===== src/rtl/mac_reset_seq.sv =====
// mac_reset_seq: staggered multi-channel reset sequencer for the 156.25 MHz
// MAC domain. Holds NUM_CH reset outputs high while xaui_reset is asserted,
// then releases channel 0 after HOLD_CYCLES and each following channel
// STAGGER_CYCLES later. In RUN, any channel can be re-reset for HOLD_CYCLES
// through a single-cycle ch_rst_req pulse.
// Build option: define MAC_RESET_LINK_WAIT_EN to gate the release of
// channel 0 on link_ok, and to restart the sequence when link_ok drops for
// two consecutive cycles.
module mac_reset_seq #(
    parameter int NUM_CH         = 4,
    parameter int HOLD_CYCLES    = 6,
    parameter int STAGGER_CYCLES = 4,
    parameter int CNT_W          = 8
) (
    input  logic              clk156_25,
    input  logic              xaui_reset,
    input  logic              link_ok,
    input  logic [NUM_CH-1:0] ch_rst_req,
    output logic [NUM_CH-1:0] reset156_25,
    output logic              seq_busy,
    output logic              seq_done
);

    // One-hot sequencer states
    localparam logic [3:0] ST_ASSERT  = 4'b0001;
    localparam logic [3:0] ST_HOLD    = 4'b0010;
    localparam logic [3:0] ST_STAGGER = 4'b0100;
    localparam logic [3:0] ST_RUN     = 4'b1000;

    localparam int SEQ_SPAN = HOLD_CYCLES + (NUM_CH - 1) * STAGGER_CYCLES;
    // Counter value seen on the edge that ends a hold window
    localparam logic [CNT_W-1:0] HOLD_LAST = CNT_W'(HOLD_CYCLES - 1);
    // Counter value (counted from the channel 0 release) seen on the edge
    // that releases the last channel; only reachable when STAGGER is used
    localparam logic [CNT_W-1:0] STAG_LAST = CNT_W'((NUM_CH - 1) * STAGGER_CYCLES - 1);
    localparam logic [CNT_W-1:0] CNT_MAX   = '1;

    // Reject parameter sets the counters cannot represent
    if (NUM_CH < 1 || NUM_CH > 16 || HOLD_CYCLES < 2 || STAGGER_CYCLES < 0 ||
        CNT_W < 1 || CNT_W > 30 || SEQ_SPAN > (2 ** CNT_W) - 1) begin : g_param_check
        $error("mac_reset_seq: parameter combination out of range");
    end

    logic [3:0]        state, state_nxt;
    logic [CNT_W-1:0]  seq_cnt, seq_cnt_nxt;
    logic [NUM_CH-1:0] rst_nxt;
    logic [NUM_CH-1:0] soft_act, soft_act_nxt;
    logic [CNT_W-1:0]  soft_cnt     [NUM_CH];
    logic [CNT_W-1:0]  soft_cnt_nxt [NUM_CH];
    logic              hold_done;
    logic              link_drop;

`ifdef MAC_RESET_LINK_WAIT_EN
    logic [CNT_W-1:0] link_cnt;
    logic             link_low_q;

    // Track consecutive high samples of link_ok and the previous low sample
    always_ff @(posedge clk156_25) begin
        if (xaui_reset) begin
            link_cnt   <= '0;
            link_low_q <= 1'b0;
        end else begin
            link_low_q <= ~link_ok;
            if (!link_ok)
                link_cnt <= '0;
            else if (link_cnt != CNT_W'(HOLD_CYCLES))
                link_cnt <= link_cnt + CNT_W'(1);
        end
    end

    assign hold_done = (seq_cnt == HOLD_LAST) && (link_cnt == CNT_W'(HOLD_CYCLES));
    assign link_drop = link_low_q && !link_ok && (state == ST_STAGGER || state == ST_RUN);
`else
    // link_ok is deliberately not used in this build
    logic unused_link_ok;
    assign unused_link_ok = link_ok;
    assign hold_done      = (seq_cnt == HOLD_LAST);
    assign link_drop      = 1'b0;
`endif

    assign seq_busy = (state != ST_RUN);

    // Next-state, release schedule and soft-reset windows
    always_comb begin
        // NOTE: every signal gets a default first so no path leaves it unassigned (no latches).
        state_nxt    = state;
        seq_cnt_nxt  = seq_cnt;
        rst_nxt      = reset156_25;
        soft_act_nxt = soft_act;
        soft_cnt_nxt = soft_cnt;

        case (state)
            ST_ASSERT: begin
                state_nxt   = ST_HOLD;
                seq_cnt_nxt = '0;
                rst_nxt     = '1;
            end
            ST_HOLD: begin
                if (hold_done) begin
                    // Counter restarts so the stagger is measured from this release
                    seq_cnt_nxt = '0;
                    if (NUM_CH == 1 || STAGGER_CYCLES == 0) begin
                        rst_nxt   = '0;
                        state_nxt = ST_RUN;
                    end else begin
                        rst_nxt[0] = 1'b0;
                        state_nxt  = ST_STAGGER;
                    end
                end else if (seq_cnt != HOLD_LAST) begin
                    seq_cnt_nxt = seq_cnt + CNT_W'(1);
                end
            end
            ST_STAGGER: begin
                if (seq_cnt != CNT_MAX)
                    seq_cnt_nxt = seq_cnt + CNT_W'(1);
                for (int k = 1; k < NUM_CH; k++) begin
                    if (int'(seq_cnt) == k * STAGGER_CYCLES - 1)
                        rst_nxt[k] = 1'b0;
                end
                if (seq_cnt == STAG_LAST)
                    state_nxt = ST_RUN;
            end
            ST_RUN: begin
                for (int k = 0; k < NUM_CH; k++) begin
                    if (ch_rst_req[k]) begin
                        // A new request (re)starts the window from this edge
                        soft_act_nxt[k] = 1'b1;
                        soft_cnt_nxt[k] = '0;
                        rst_nxt[k]      = 1'b1;
                    end else if (soft_act[k]) begin
                        if (soft_cnt[k] == HOLD_LAST) begin
                            soft_act_nxt[k] = 1'b0;
                            soft_cnt_nxt[k] = '0;
                            rst_nxt[k]      = 1'b0;
                        end else begin
                            soft_cnt_nxt[k] = soft_cnt[k] + CNT_W'(1);
                        end
                    end
                end
            end
            default: begin
                state_nxt   = ST_ASSERT;
                seq_cnt_nxt = '0;
                rst_nxt     = '1;
            end
        endcase

        // Losing link behaves like a one-cycle xaui_reset pulse
        if (link_drop) begin
            state_nxt    = ST_ASSERT;
            seq_cnt_nxt  = '0;
            rst_nxt      = '1;
            soft_act_nxt = '0;
            for (int k = 0; k < NUM_CH; k++)
                soft_cnt_nxt[k] = '0;
        end
    end

    // Sequencer registers with synchronous xaui_reset
    always_ff @(posedge clk156_25) begin
        // NOTE: sequential state uses non-blocking assignments so all registers update together.
        if (xaui_reset) begin
            state       <= ST_ASSERT;
            seq_cnt     <= '0;
            reset156_25 <= '1;
            soft_act    <= '0;
            seq_done    <= 1'b0;
            // NOTE: the soft counter array is reset explicitly; it is a few flops, not a RAM.
            for (int k = 0; k < NUM_CH; k++)
                soft_cnt[k] <= '0;
        end else begin
            state       <= state_nxt;
            seq_cnt     <= seq_cnt_nxt;
            reset156_25 <= rst_nxt;
            soft_act    <= soft_act_nxt;
            soft_cnt    <= soft_cnt_nxt;
            seq_done    <= (reset156_25 == '0);
        end
    end

endmodule


===== config.mk =====
export PLATFORM = sky130hd
export DESIGN_NAME = mac_reset_seq
export DESIGN_NICKNAME = d
export VERILOG_FILES = /design/src/rtl/mac_reset_seq.sv
export SDC_FILE = /design/constraint.sdc
export NUM_CORES = 1
export LEC_CHECK = 0
export ABC_AREA = 1
export CORE_ASPECT_RATIO = 1.2
export CORE_MARGIN = 1.5
export CORE_UTILIZATION = 60
export DETAILED_ROUTE_END_ITERATION = 8
export PLACE_DENSITY_LB_ADDON = 0.3
export SYNTH_ARGS = -nofsm -noshare
export SYNTH_HDL_FRONTEND = slang
export SYNTH_SLANG_ARGS = --single-unit

===== constraint.sdc =====
create_clock -name clk156_25 -period 1.6 [get_ports clk156_25]
set_clock_uncertainty 0.05 [all_clocks]
set_input_delay 0.24 -clock clk156_25 [delete_from_list [all_inputs] [get_ports clk156_25]]
set_output_delay 0.24 -clock clk156_25 [all_outputs]
set_load 0.005 [all_outputs]

==> results of run 1 <==
## power groups by stage
| stage | registers, mW | clock network [mW] | logic (mW) |
|---|---|---|---|
| 3_5_place_dp | 1.50 | 0 | 0.587 |
| 6_report | 1.48 | 0.730 | 0.627 |
| 2_1_floorplan | 1.49 | 0 | 0.365 |
| 5_1_grt | 1.49 | 0.794 | 0.708 |
| 3_3_place_gp | 1.50 | 0 | 0.573 |
| 4_1_cts | 1.48 | 0.753 | 0.607 |
## state kept, by name (all words and copies together), names as in the netlist
| signal | flops |
|---|---|
| reset156_25 | 4 |
| seq_cnt | 8 |
| seq_done | 1 |
| soft_act | 4 |
| soft_cnt | 32 |
| state | 4 |
## metal layers
layer  GRT usage  share of wire  wire length [µm]
met1       0.297           0.46              2800
met2       0.447           0.50              3040
met3      0.0423          0.025               150
met4      0.0878          0.020               121
met5           0              0                 0
## logic make-up (layout without fill, tap and decap cells)
family,count (synthesis),count (layout),synth area share
XOR/XNOR,8,8,0.0240
buffers and inverters,60,104,0.0853
AO/OA/AOI/OAI,46,46,0.0874
AND/OR/NAND/NOR,261,261,0.397
adder cells (fa/ha/maj),10,10,0.0429
flip-flops,53,53,0.363
## cell usage in the layout, fill, tap and decap left out, drive strengths merged, types with 2 or more instances in the layout
master and n:
nand3 44, o31ai 2, nor2 79, nor3b 2, nand2 111, nand4 11
inv 54, or2 4, clkbuf 8, nor3 10, ha 10, xor2 8
dfxtp 53, a21oi 26, clkdlybuf4s50 10, o21ai 16, buf 30
## stage by stage
stage                     hold WS, ps  setup slack [ps]  std cells
final                             422              69.5        540
after global placement            405             -81.8        530
after CTS                         428             0.324        540
after global routing              452             -15.4        540
after detailed placement          415              -102        530
after floorplan                   259               131        438
## area by class of cell
| cell class | instances | share of cell area |
|---|---|---|
| inverter | 55 | 0.0609 |
| clock buffer | 8 | 0.0233 |
| sequential | 53 | 0.312 |
| multi-input combinational | 325 | 0.481 |
| tap | 58 | 0.0212 |
| timing repair buffer | 41 | 0.102 |
## timing repair
item	4_1_cts	5_1_grt
pin swaps	1	1
endpoints found under the setup margin	2	22
gates resized for setup	7	14
hold endpoints to repair	0	0
setup buffers	2	0
hold buffers	0	0
## worst min-delay path, stage by stage (launching register included)
cell,delay (ps)
dfxtp_1,320
o31ai_1,60
a21oi_1,60
## path summary, 6_finish.rpt
check / end
max reg2reg: soft_cnt[0]
min: soft_act[1]
max: reset156_25[0]
min reg2reg: soft_act[1]
==> results.py, run 1 <==
metrics = {
    "worst_setup_path": {
        "worst-path-buf-inv": 1,
        "critical_path_cell_count": 1,
        "critical_path_required_ps": 1310,
        "r2r_cells": 9,
        "setup.worst_path.end_class": "output port",
        "ff2ff_setup_slack_ps": 70,
        "critPathMaxFanout": 3,
        "r2r-start": "state[3]",
        "critPathLaunch": "reset156_25[0]",
        "cp_slowest_cell": "clkdlybuf4s50_1",
        "crit_type": "flop to output port",
        "crit_family": "buffers and inverters",
        "crit_arrival_ps": 1240,
        "cp_cell_sequence": "clkdlybuf4s50_1",
        "max_stage_delay_ps": 540,
        "setup.worst_path.start_class": "flop",
    },
    "layout": {
        "drive_gt1_frac": 0.133,
        "synthToLayoutAreaGrowth_pct": 17.5,
        "finalNetCount": 498,
        "seqCellArea_um2": 1070,
        "n_antenna_cell": 0,
        "final_util": 0.741,
        "fillers": 370,
        "multiInputGateArea_um2": 1650,
        "fin_area_um2": 3430,
    },
    "clocking": {
        "cts_htree_levels": 2,
        "numClockSinks": 53,
        "cts-buffers-inserted": 5,
        "worst_skew_pair.late_latency_ps": 310,
        "cts_root_buf": "clkbuf_8",
        "cts_buffer_depth": 2,
        "path_clk_slew_ps": 90,
        "cts_tree": "done",
    },
    "drt": {
        "ant_nets": 0,
        "routed-via-count": 2796,
        "drc": 0,
        "viasPerCell": 5.18,
        "avgRoutedWirePerCell_um": 11.3,
        "drtPass1Iterations": 4,
        "drt_wl_total_um": 6120,
        "drt_iter0_drc": 171,
    },
    "logic_synthesis": {
        "synth_cells": 438,
        "yosys_most_used_dff": "dfxtp_1",
        "synth_top_area_frac": 0.363,
        "ys_seq_area_frac": 0.363,
        "yosys_register_bits": 53,
        "syn_avg_cell_area_um2": 6.66,
        "async_reset_ff_frac": 0,
        "synth_edf_count": 0,
        "synth_most_common_cell": "nand2_1",
        "ys_types": 31,
        "synthesis.area_um2": 2920,
        "synth_area_leader_cell": "dfxtp_1",
        "mappedNetlistNets": 455,
        "synth_top_cells_by_area": "dfxtp_1, nand2_1, nor2_1",
        "ys_top_cells_by_count": "nand2_1, nor2_1, dfxtp_1, inv_1, nand3_1",
        "yosysWarnings": 0,
    },
    "flow_run": {
        "maxCapViolCount": 0,
    },
    "power": {
        "power_frac_seq": 0.522,
        "pwr-share-clk": 0.257,
        "power_switching_mw": 0.842,
        "p_comb_frac": 0.221,
        "p_leak_nw": 1.44,
        "total_power_mw": 2.84,
        "p_int_mw": 2.00,
        "powerDensity_nw_per_um2": 828,
        "swShare": 0.296,
        "peakVddDrop_mv": 0.548,
    },
    "timing": {
        "final_hold_viol_count": 0,
        "fin_crit_sh": 0.957,
        "rsz0062_at_grt": "yes",
        "timing.slew.headroom": 0.729,
        "final-max-slew-violation-count": 0,
        "fin_crit_ps": 1530,
        "worst_slew_pin_slew_ps": 405,
        "setup_viol": 0,
        "fin_setup_tns_ps": 0,
        "fmax_ghz": 0.653,
    },
    "global_routing": {
        "grt_max_degree": 15,
        "grt_overflow": 0,
        "grt_pass1_wl_um": 10400,
        "grt_usage": 0.250,
        "antenna_found_initial": 0,
        "grt_pass1_vias": 2537,
    },
    "die": {
        "fp.dieW_um": 66.7,
        "dieArea_um2": 5290,
        "dieHeight_um": 79.4,
        "num_rows": 27,
        "num_io_pins": 13,
        "core_um2": 4630,
        "initial_core_util": 0.631,
    },
    "placed_design": {
        "hpwl_um": 4410,
        "place_area_um2": 3280,
        "portBuffers": 11,
        "gp_congestion": 0.849,
    },
    "status": {
        "status": "complete, no violations",
    },
    "min_path": {
        "min_path_type": "flop to flop",
        "whs_path_depth": 2,
        "hp-start": "soft_act[1]",
    },
}
Power figures use the tool's default switching activity.
==> run 2, diff against run 1 <==
==> constraint.sdc (replaced) <==
create_clock -name clk156_25 -period 1.8 [get_ports clk156_25]
set_clock_uncertainty 0.05 [all_clocks]
set_input_delay 0.27 -clock clk156_25 [delete_from_list [all_inputs] [get_ports clk156_25]]
set_output_delay 0.27 -clock clk156_25 [all_outputs]
set_load 0.005 [all_outputs]
==> results.py, run 2 (synthesized netlist as in run 1, its figures left out) <==
metrics = {
    "worst_setup_path": {
        "critPathMaxFanout": 6,
        "crit_type": "flop to output port",
        "crit_family": "buffers and inverters",
        "cp_slowest_cell": "clkdlybuf4s50_1",
        "worst-path-buf-inv": 2,
        "cp_cell_sequence": "inv_2, nor2_4, nand2_4, clkdlybuf4s50_1",
        "max_stage_delay_ps": 460,
        "critical_path_required_ps": 1480,
        "setup.worst_path.start_class": "flop",
        "setup.worst_path.end_class": "output port",
        "crit_arrival_ps": 1430,
    },
    "layout": {
        "fillers": 392,
        "finalNetCount": 485,
        "n_antenna_cell": 0,
        "layout_commonest_cell": "nand2_1",
        "largest-register": "soft_cnt",
        "largestRegisters": "soft_cnt: 32 flops, seq_cnt: 8 flops",
        "layout_common_cells": "nand2_1, nor2_1, dfxtp_1, inv_1, nand3_1",
        "largest_reg_flops": 32,
        "synthToLayoutAreaGrowth_pct": 12.1,
        "drive_gt1_frac": 0.0874,
    },
    "placed_design": {
        "hpwl_um": 4270,
        "dpl_worst_slack_ps": 0.691,
        "gp_congestion": 0.871,
        "portBuffers": 11,
    },
    "timing": {
        "fin_setup_tns_ps": 0,
        "fin_crit_ps": 1750,
        "fmax_ghz": 0.572,
        "rsz0062_at_grt": "no",
        "setup_viol": 0,
        "worst_slack_ps": 52.2,
        "timing.slew.headroom": 0.730,
        "fin_crit_sh": 0.971,
        "final_hold_viol_count": 0,
        "final-max-slew-violation-count": 0,
        "worst_slew_pin_slew_ps": 404,
    },
    "global_routing": {
        "grt_overflow": 0,
        "grt_pass1_wl_um": 10000,
        "grt_usage": 0.238,
        "antenna_found_initial": 0,
        "grt_pass1_vias": 2442,
        "grt_max_degree": 15,
    },
    "drt": {
        "routed-via-count": 2769,
        "drt_wl_total_um": 5730,
        "viasPerCell": 5.25,
        "drt_iter0_drc": 157,
        "avgRoutedWirePerCell_um": 10.9,
        "drtPass1Iterations": 4,
        "drc": 0,
        "ant_nets": 0,
    },
    "die": {
        "num_io_pins": 13,
        "dieArea_um2": 5290,
        "fp.dieW_um": 66.7,
        "num_rows": 27,
        "core_um2": 4630,
        "initial_core_util": 0.631,
        "dieHeight_um": 79.4,
    },
    "clocking": {
        "cts_root_buf": "clkbuf_8",
        "cts_tree": "done",
        "numClockSinks": 53,
        "cts-buffers-inserted": 5,
        "holdBufCountCts": 0,
        "cts_buffer_depth": 2,
        "path_clk_slew_ps": 90,
        "cts_htree_levels": 2,
        "worst_skew_pair.late_latency_ps": 300,
    },
    "power": {
        "powerDensity_nw_per_um2": 761,
        "p_leak_nw": 1.37,
        "peakVddDrop_mv": 0.362,
    },
    "min_path": {
        "min_path_type": "flop to flop",
    },
    "status": {
        "status": "complete, no violations",
    },
    "flow_run": {
        "maxCapViolCount": 0,
    },
}
-- run 2: final cells by class --
| cell class | instances | area, µm² | share of cell area |
|---|---|---|---|
| clock buffers | 8 | 80.1 | 0.0245 |
| inverters | 55 | 206 | 0.0631 |
| multi-input cells | 325 | 1610 | 0.493 |
| flip-flops and latches | 53 | 1060 | 0.325 |
| well taps | 58 | 72.6 | 0.0222 |
| repair buffers | 28 | 238 | 0.0726 |
-- run 2: through the flow --
stage                     cells  hold slack (ps)  utilization  total power [mW]  instance area [µm²]
after detailed placement    516              412        0.684              1.82                 3160
after global routing        527              458        0.707              2.64                 3270
final                       527              420        0.707              2.49                 3270
after floorplan             438              289            -              1.65                 2920
after CTS                   524              425        0.701              2.45                 3240
after global placement      516              406        0.684              1.80                 3160
-- run 2: path summary, 6_finish.rpt --
path | from | to | slack (ps) | cells after the start
worst max register to register | seq_cnt[0] | seq_cnt[3] | 200 | 9
worst min-delay path | soft_act[0] | soft_act[0] | 420 | 2
worst min register to register | soft_act[0] | soft_act[0] | 420 | 2
worst max-delay path | state[3] | seq_busy | 50 | 4
-- run 2: worst min-delay path: stages, from the launching register on --
cell	delay, ps
dfxtp_1	320
o31ai_1	60
a21oi_1	50
-- run 2: what timing repair did --
action	CTS	global route
setup endpoints to repair	0	2
gates resized for setup	0	2
buffers inserted	0	3
-- run 2: power breakdown --
part	switching, mW	internal, mW
logic	0.295	0.239
registers	0.0713	1.24
clock network	0.368	0.277
-- run 2: metal layers --
layer,vias up,track usage,part of all wire
met5,-,0,0
met4,0,0.0694,0.013
met3,7,0.0423,0.040
met2,41,0.412,0.50
met1,1261,0.300,0.44
li1,1460,-,-
